### src/rtl/bit_serial_alu_seq_pkg.sv
// alu_pkg: opcodes, sequencer state encoding and carry-seed helper shared by the serial ALU
package alu_pkg;
  localparam logic [2:0] ALU_MOV = 3'b000;
  localparam logic [2:0] ALU_NOT = 3'b001;
  localparam logic [2:0] ALU_ADD = 3'b010;
  localparam logic [2:0] ALU_SUB = 3'b011;
  localparam logic [2:0] ALU_OR  = 3'b100;
  localparam logic [2:0] ALU_AND = 3'b101;
  localparam logic [2:0] ALU_XOR = 3'b110;
  localparam logic [2:0] ALU_NOR = 3'b111;
  localparam logic [1:0] IDLE = 2'd0;
  localparam logic [1:0] RUN  = 2'd1;
  localparam logic [1:0] DONE = 2'd2;
  function automatic logic is_arith(input logic [2:0] op);
    return op == ALU_ADD || op == ALU_SUB;
  endfunction
  // subtraction is a + ~b + 1; the slice inverts b, the +1 comes from the seed
  function automatic logic seed(input logic [2:0] op);
    return op == ALU_SUB;
  endfunction
endpackage

### src/rtl/bit_serial_alu_seq.sv
// bit_serial_alu_seq: drives one external bit slice LSB-first over WIDTH cycles to form a WIDTH-bit ALU
// ports: clk/rst; start/op/a/b request with ready/done handshake; result/carry_out/overflow held
// until replaced; slice_r2/r3/c_in/op feed the slice, slice_r1/c_out come back from it
module bit_serial_alu_seq
  import alu_pkg::*;
#(
  parameter int WIDTH = 32,
  parameter int CNT_W = $clog2(WIDTH)
) (
  input  logic             clk,
  input  logic             rst,
  input  logic             start,
  input  logic [2:0]       op,
  input  logic [WIDTH-1:0] a,
  input  logic [WIDTH-1:0] b,
  output logic             ready,
  output logic             done,
  output logic [WIDTH-1:0] result,
  output logic             carry_out,
  output logic             overflow,
  output logic             slice_r2,
  output logic             slice_r3,
  output logic             slice_c_in,
  output logic [2:0]       slice_op,
  input  logic             slice_r1,
  input  logic             slice_c_out
);
  logic [1:0]       state;
  logic [WIDTH-1:0] a_sh, b_sh;
  logic [WIDTH-2:0] res_sh;
  logic [2:0]       op_q;
  logic [CNT_W-1:0] cnt;
  logic             carry;
  logic             run, accept, last;
  logic [WIDTH-1:0] res_nxt;
  // res_sh holds only the upper WIDTH-1 bits; the live slice bit completes the word
  assign res_nxt    = {slice_r1, res_sh};
  assign run        = state == RUN;
  assign ready      = state == IDLE || state == DONE;
  assign done       = state == DONE;
  assign accept     = start && ready;
  assign last       = run && cnt == CNT_W'(WIDTH - 1);
  assign slice_r2   = run & a_sh[0];
  assign slice_r3   = run & b_sh[0];
  assign slice_c_in = run & carry;
  assign slice_op   = run ? op_q : 3'b000;
  always_ff @(posedge clk) begin
    if (rst) begin
      state     <= IDLE;
      a_sh      <= '0;
      b_sh      <= '0;
      res_sh    <= '0;
      op_q      <= '0;
      cnt       <= '0;
      carry     <= 1'b0;
      result    <= '0;
      carry_out <= 1'b0;
      overflow  <= 1'b0;
    end else if (accept) begin
      state  <= RUN;
      a_sh   <= a;
      b_sh   <= b;
      res_sh <= '0;
      op_q   <= op;
      cnt    <= '0;
      carry  <= seed(op);
    end else if (run) begin
      a_sh   <= a_sh >> 1;
      b_sh   <= b_sh >> 1;
      res_sh <= res_nxt[WIDTH-1:1];
      cnt    <= cnt + 1'b1;
      carry  <= slice_c_out;
      if (last) begin
        state     <= DONE;
        result    <= res_nxt;
        carry_out <= slice_c_out;
        // carry still holds the carry into the MSB on this final step
        overflow  <= is_arith(op_q) & (carry ^ slice_c_out);
      end
    end else begin
      state <= IDLE;
    end
  end
endmodule

### config.mk
export PLATFORM = sky130hd
export DESIGN_NAME = bit_serial_alu_seq
export DESIGN_NICKNAME = d
export VERILOG_FILES = /design/src/rtl/bit_serial_alu_seq_pkg.sv /design/src/rtl/bit_serial_alu_seq.sv
export SDC_FILE = /design/constraint.sdc
export NUM_CORES = 1
export LEC_CHECK = 0
export ABC_AREA = 1
export CAP_MARGIN = 20
export CORE_MARGIN = 2
export CORE_UTILIZATION = 47
export DETAILED_ROUTE_END_ITERATION = 16
export MAX_ROUTING_LAYER = met4
export PLACE_DENSITY = 0.88
export SYNTH_ARGS = -nofsm -noshare
export SYNTH_HDL_FRONTEND = slang
export SYNTH_SLANG_ARGS = --single-unit
### constraint.sdc
create_clock -name clk -period 1.4 [get_ports clk]
set_input_delay 0.35 -clock clk [delete_from_list [all_inputs] [get_ports clk]]
set_output_delay 0.35 -clock clk [all_outputs]
set_load 0.01 [all_outputs]
==> results summary <==
Detailed routing inserted a total of 6,961 vias. The final layout net count came out at between 1k and 1.5k. The endpoint required time on the critical path is ~1.1 ns. Setup violations remaining at the end of the flow were counted as 143.

The power per standard cell area is 1100 mW/mm^2. The transition time at the pin with the least slew margin is roughly 0.51 ns. The slowest stage of the critical path belongs to the cell sky130_fd_sc_hd__dfxtp_4. Measured along the x axis, the die boundary spans 116 um. The first global-routing pass estimated 28,600 um of wire. STA classifies the critical path startpoint as a flop. The cell sitting at the root of the clock tree is a sky130_fd_sc_hd__clkbuf_16. Entering global routing, the biggest net connects 38 pins. The floorplan step defined a die boundary enclosing 0.0136 mm^2. The clock edge transition at the registers on the reported setup and hold paths came out at 0.07 ns. The initial utilization of the core area, before any placement, comes to approximately 48%. The number of remaining DRC errors is 0.

The total I/O pin count came out at 114. The worst clock skew on the final layout came out at around 0.018 ns. Yosys printed 0 warnings. The mapped netlist covers 0.00595 mm^2. Cells with a size suffix above 1 make up approximately 32% of the layout.

The number of synthesized register bits is 140. The cell depth of the worst hold path is 2. The worst register-to-register path has a depth of 8. The final critical path takes up 124% of the cycle. Counting stages on the worst path, the most repeated cell is sky130_fd_sc_hd__buf_6.

The detail-routed net length per standard cell is 20.4 um. Headroom to the max-slew limit came out at 66.2%. The post-cts hold buffer count came out at 0. The final count of pins violating max slew was 0. Setup repair after global routing could not meet its margin everywhere. The aggregate global-route resource usage is between 20% and 30%. The via count of the first global-routing pass is 5,856.

The number of buffers created by CTS came out at 17. The worst min-delay path category is reg -> reg. The final hold slack is between 0.4 and 0.5 ns. The final setup TNS came out at -16.11 ns. The proportion of register bits with asynchronous set or reset after synthesis is 0%.

The number of rows in the core area came out at 41. By count the netlist is led by 170 x sky130_fd_sc_hd__nand2_1, 140 x sky130_fd_sc_hd__dfxtp_1, 125 x sky130_fd_sc_hd__inv_1. The number of antenna violations at the first check in global routing came out at 1. For the worst setup path, the data arrival time is 1.39 ns.

The maximum single-stage delay on the critical path came out at 0.39 ns. The top fanout value on the critical path is 2. The first-pass iteration count of the detailed router is 7. The number of synthesized flops with an enable pin came out at 0. Across the VDD grid, the largest voltage drop is ~1.1 mV. The final reports fail on negative setup slack. The total power of the final layout came out at 11,100 uW. The biggest area consumer among synthesized cells is sky130_fd_sc_hd__dfxtp_1.

For this run, the register share of the synthesized area comes to 47.1%. The half-perimeter wire length after placement came out at approximately 10000 um. A synthesized cell averages approximately 6.8 um^2. The run finished, with violations left.

For this design, the sink count on the clock tree is 140. The level count of the clock H-tree is 4. Static timing analysis puts the maximum clock frequency at 574 MHz.

The max-capacitance violation count came out at 0. TritonCTS built the clock tree. The time the worst path needs with I/O delays and setup is 1.74 ns.

The worst setup path is captured at an output port. The sequential cell area came out at 0.00282 mm^2. In this run the tool buffered the top-level ports with 113 buffer cells. The fraction of synthesized cell area taken by the top area cell type is 47.1%. The detail-routed via count per cell came out at 5.64.

The synthesized instance count is 872. In the post-synthesis netlist, the cell with the most instances is sky130_fd_sc_hd__nand2_1. The total overflow left after global routing is 0. The total count of hold-check failures in the final report is 0. The signal on the critical path passes through inv_4, buf_4, buf_6, nor2_4, buf_6. From synthesis to final layout, the design area changed by 68.5%. The congestion estimate from routability-driven global placement came to 0.831. The filler cell count came out at between 600 and 700. For the worst-skew pair, the clock arrives at the later sink with an insertion delay of 0.44 ns. The kind of critical path is reg -> out.

The most used flip-flop cell after synthesis is sky130_fd_sc_hd__dfxtp_1. The minimum setup slack in the final design is -0.343 ns. Counting every net in the synthesized netlist gives 946. The number of distinct library cells after synthesis is 19.

The violation count after the first detailed-routing iteration came out at 786. The post-detailed-route count of antenna-violating nets is 0. In this run the standard cell core region covers 0.0125 mm^2. The total wirelength of the detailed-routed design is ~25,000 um. By area the synthesized netlist is led by sky130_fd_sc_hd__dfxtp_1 47%, sky130_fd_sc_hd__nand2_1 11%, sky130_fd_sc_hd__inv_1 7.9%, sky130_fd_sc_hd__nor2_1 7.8%, sky130_fd_sc_hd__o21ai_0 7.2%. The floorplan die height came out at between 100 and 150 um.

The area of combinational cells with multiple inputs is 0.00331 mm^2. The maximum buffer depth of the clock tree is 2. The static power due to leakage is about 0.0044 uW.
==> cell usage in the layout (no fill, tap or decap), drive strengths merged <==
cell type,netlist,final
nand2,173,174
dfxtp,140,140
inv,127,135
nor2,125,127
o21ai,98,98
buf,36,94
nand3,80,80
clkdlybuf4s50,0,70
a21oi,68,68
clkbuf,20,47
clkdlybuf4s15,0,15
clkinv,0,4
clkinvlp,0,2
ha,2,2
diode,0,1
o21bai,1,1
xor2,1,1
nor3,1,1
bufinv,0,1
dlymetal6s2s,0,1
dlygate4sd2,0,1
==> metal layers <==
layer / GRT usage [%] / part of all wire, % / vias to the layer above
met1: 31.9 / 36 / 3210
met2: 47.5 / 49 / 475
li1: - / - / 3098
met4: 13.3 / 7.3 / 0
met5: - / 0 / -
met3: 5.97 / 8.5 / 178
==> area by class of cell <==
type	instances	area share, %
antenna	1	0.0250
clock buffer	17	4.25
clock inverter	15	1.51
inverter	127	5.09
multi-input combinational	552	33.0
sequential	140	28.1
tap	172	2.15
timing repair buffer	211	25.9
==> worst paths after layout <==
kind,slack (ns),start,to
max,-0.34,state[1],done
min,0.48,b_sh[17],b_sh[16]
max reg2reg,-0.29,state[0],res_sh[6]
min reg2reg,0.48,b_sh[17],b_sh[16]
==> worst max-delay path: cells and delay by family (launching register included) <==
family | cells | cell delay, ns
buffers and inverters | 4 | 0.43
flip-flops | 1 | 0.39
AND/OR/NAND/NOR | 1 | 0.13
==> through the flow <==
| stage | setup slack [ns] | area (um^2) | std cells | util (%) |
|---|---|---|---|---|
| floorplan | 0.00889 | 5980 | 872 | - |
| global placement | -0.473 | 7540 | 1146 | 60.5 |
| detailed placement | -0.579 | 7540 | 1146 | 60.5 |
| CTS | -0.267 | 8820 | 1201 | 70.8 |
| global route | -0.343 | 10000 | 1235 | 80.4 |
| finish | -0.343 | 10000 | 1235 | 80.4 |
==> where the power goes <==
group          switching, uW  internal (uW)  leakage [uW]  total (uW)
Sequential               176           4220       0.00115        4400
Combinational           1130           1020       0.00297        2150
Clock                   2000           2520      0.000286        4520
Total                   3310           7750       0.00441       11100
==> kinds of logic after synthesis <==
group                      Yosys count  synth area share (%)
DFF                                140                  47.1
and+or+nand+nor                    379                  25.9
AOI/OAI and AO/OA                  167                  14.1
adders and majority gates            2                 0.421
buffers and inverters              183                  12.3
xor gates and xnor gates             1                 0.147
==> state kept, by name, indices dropped and copies added (netlist names) <==
name       cells
b_sh          32
cnt            5
overflow       1
res_sh        31
carry_out      1
result        32
carry          1
op_q           3
a_sh          32
state          2
==> repair_timing <==
item                                    in CTS  in global routing
setup buffers                               12                 18
endpoints found under the setup margin     135                158
gates resized for setup                    210                267
cloned                                      12                 16
pin swaps                                   22                 48
Power figures use the tool's default switching activity.
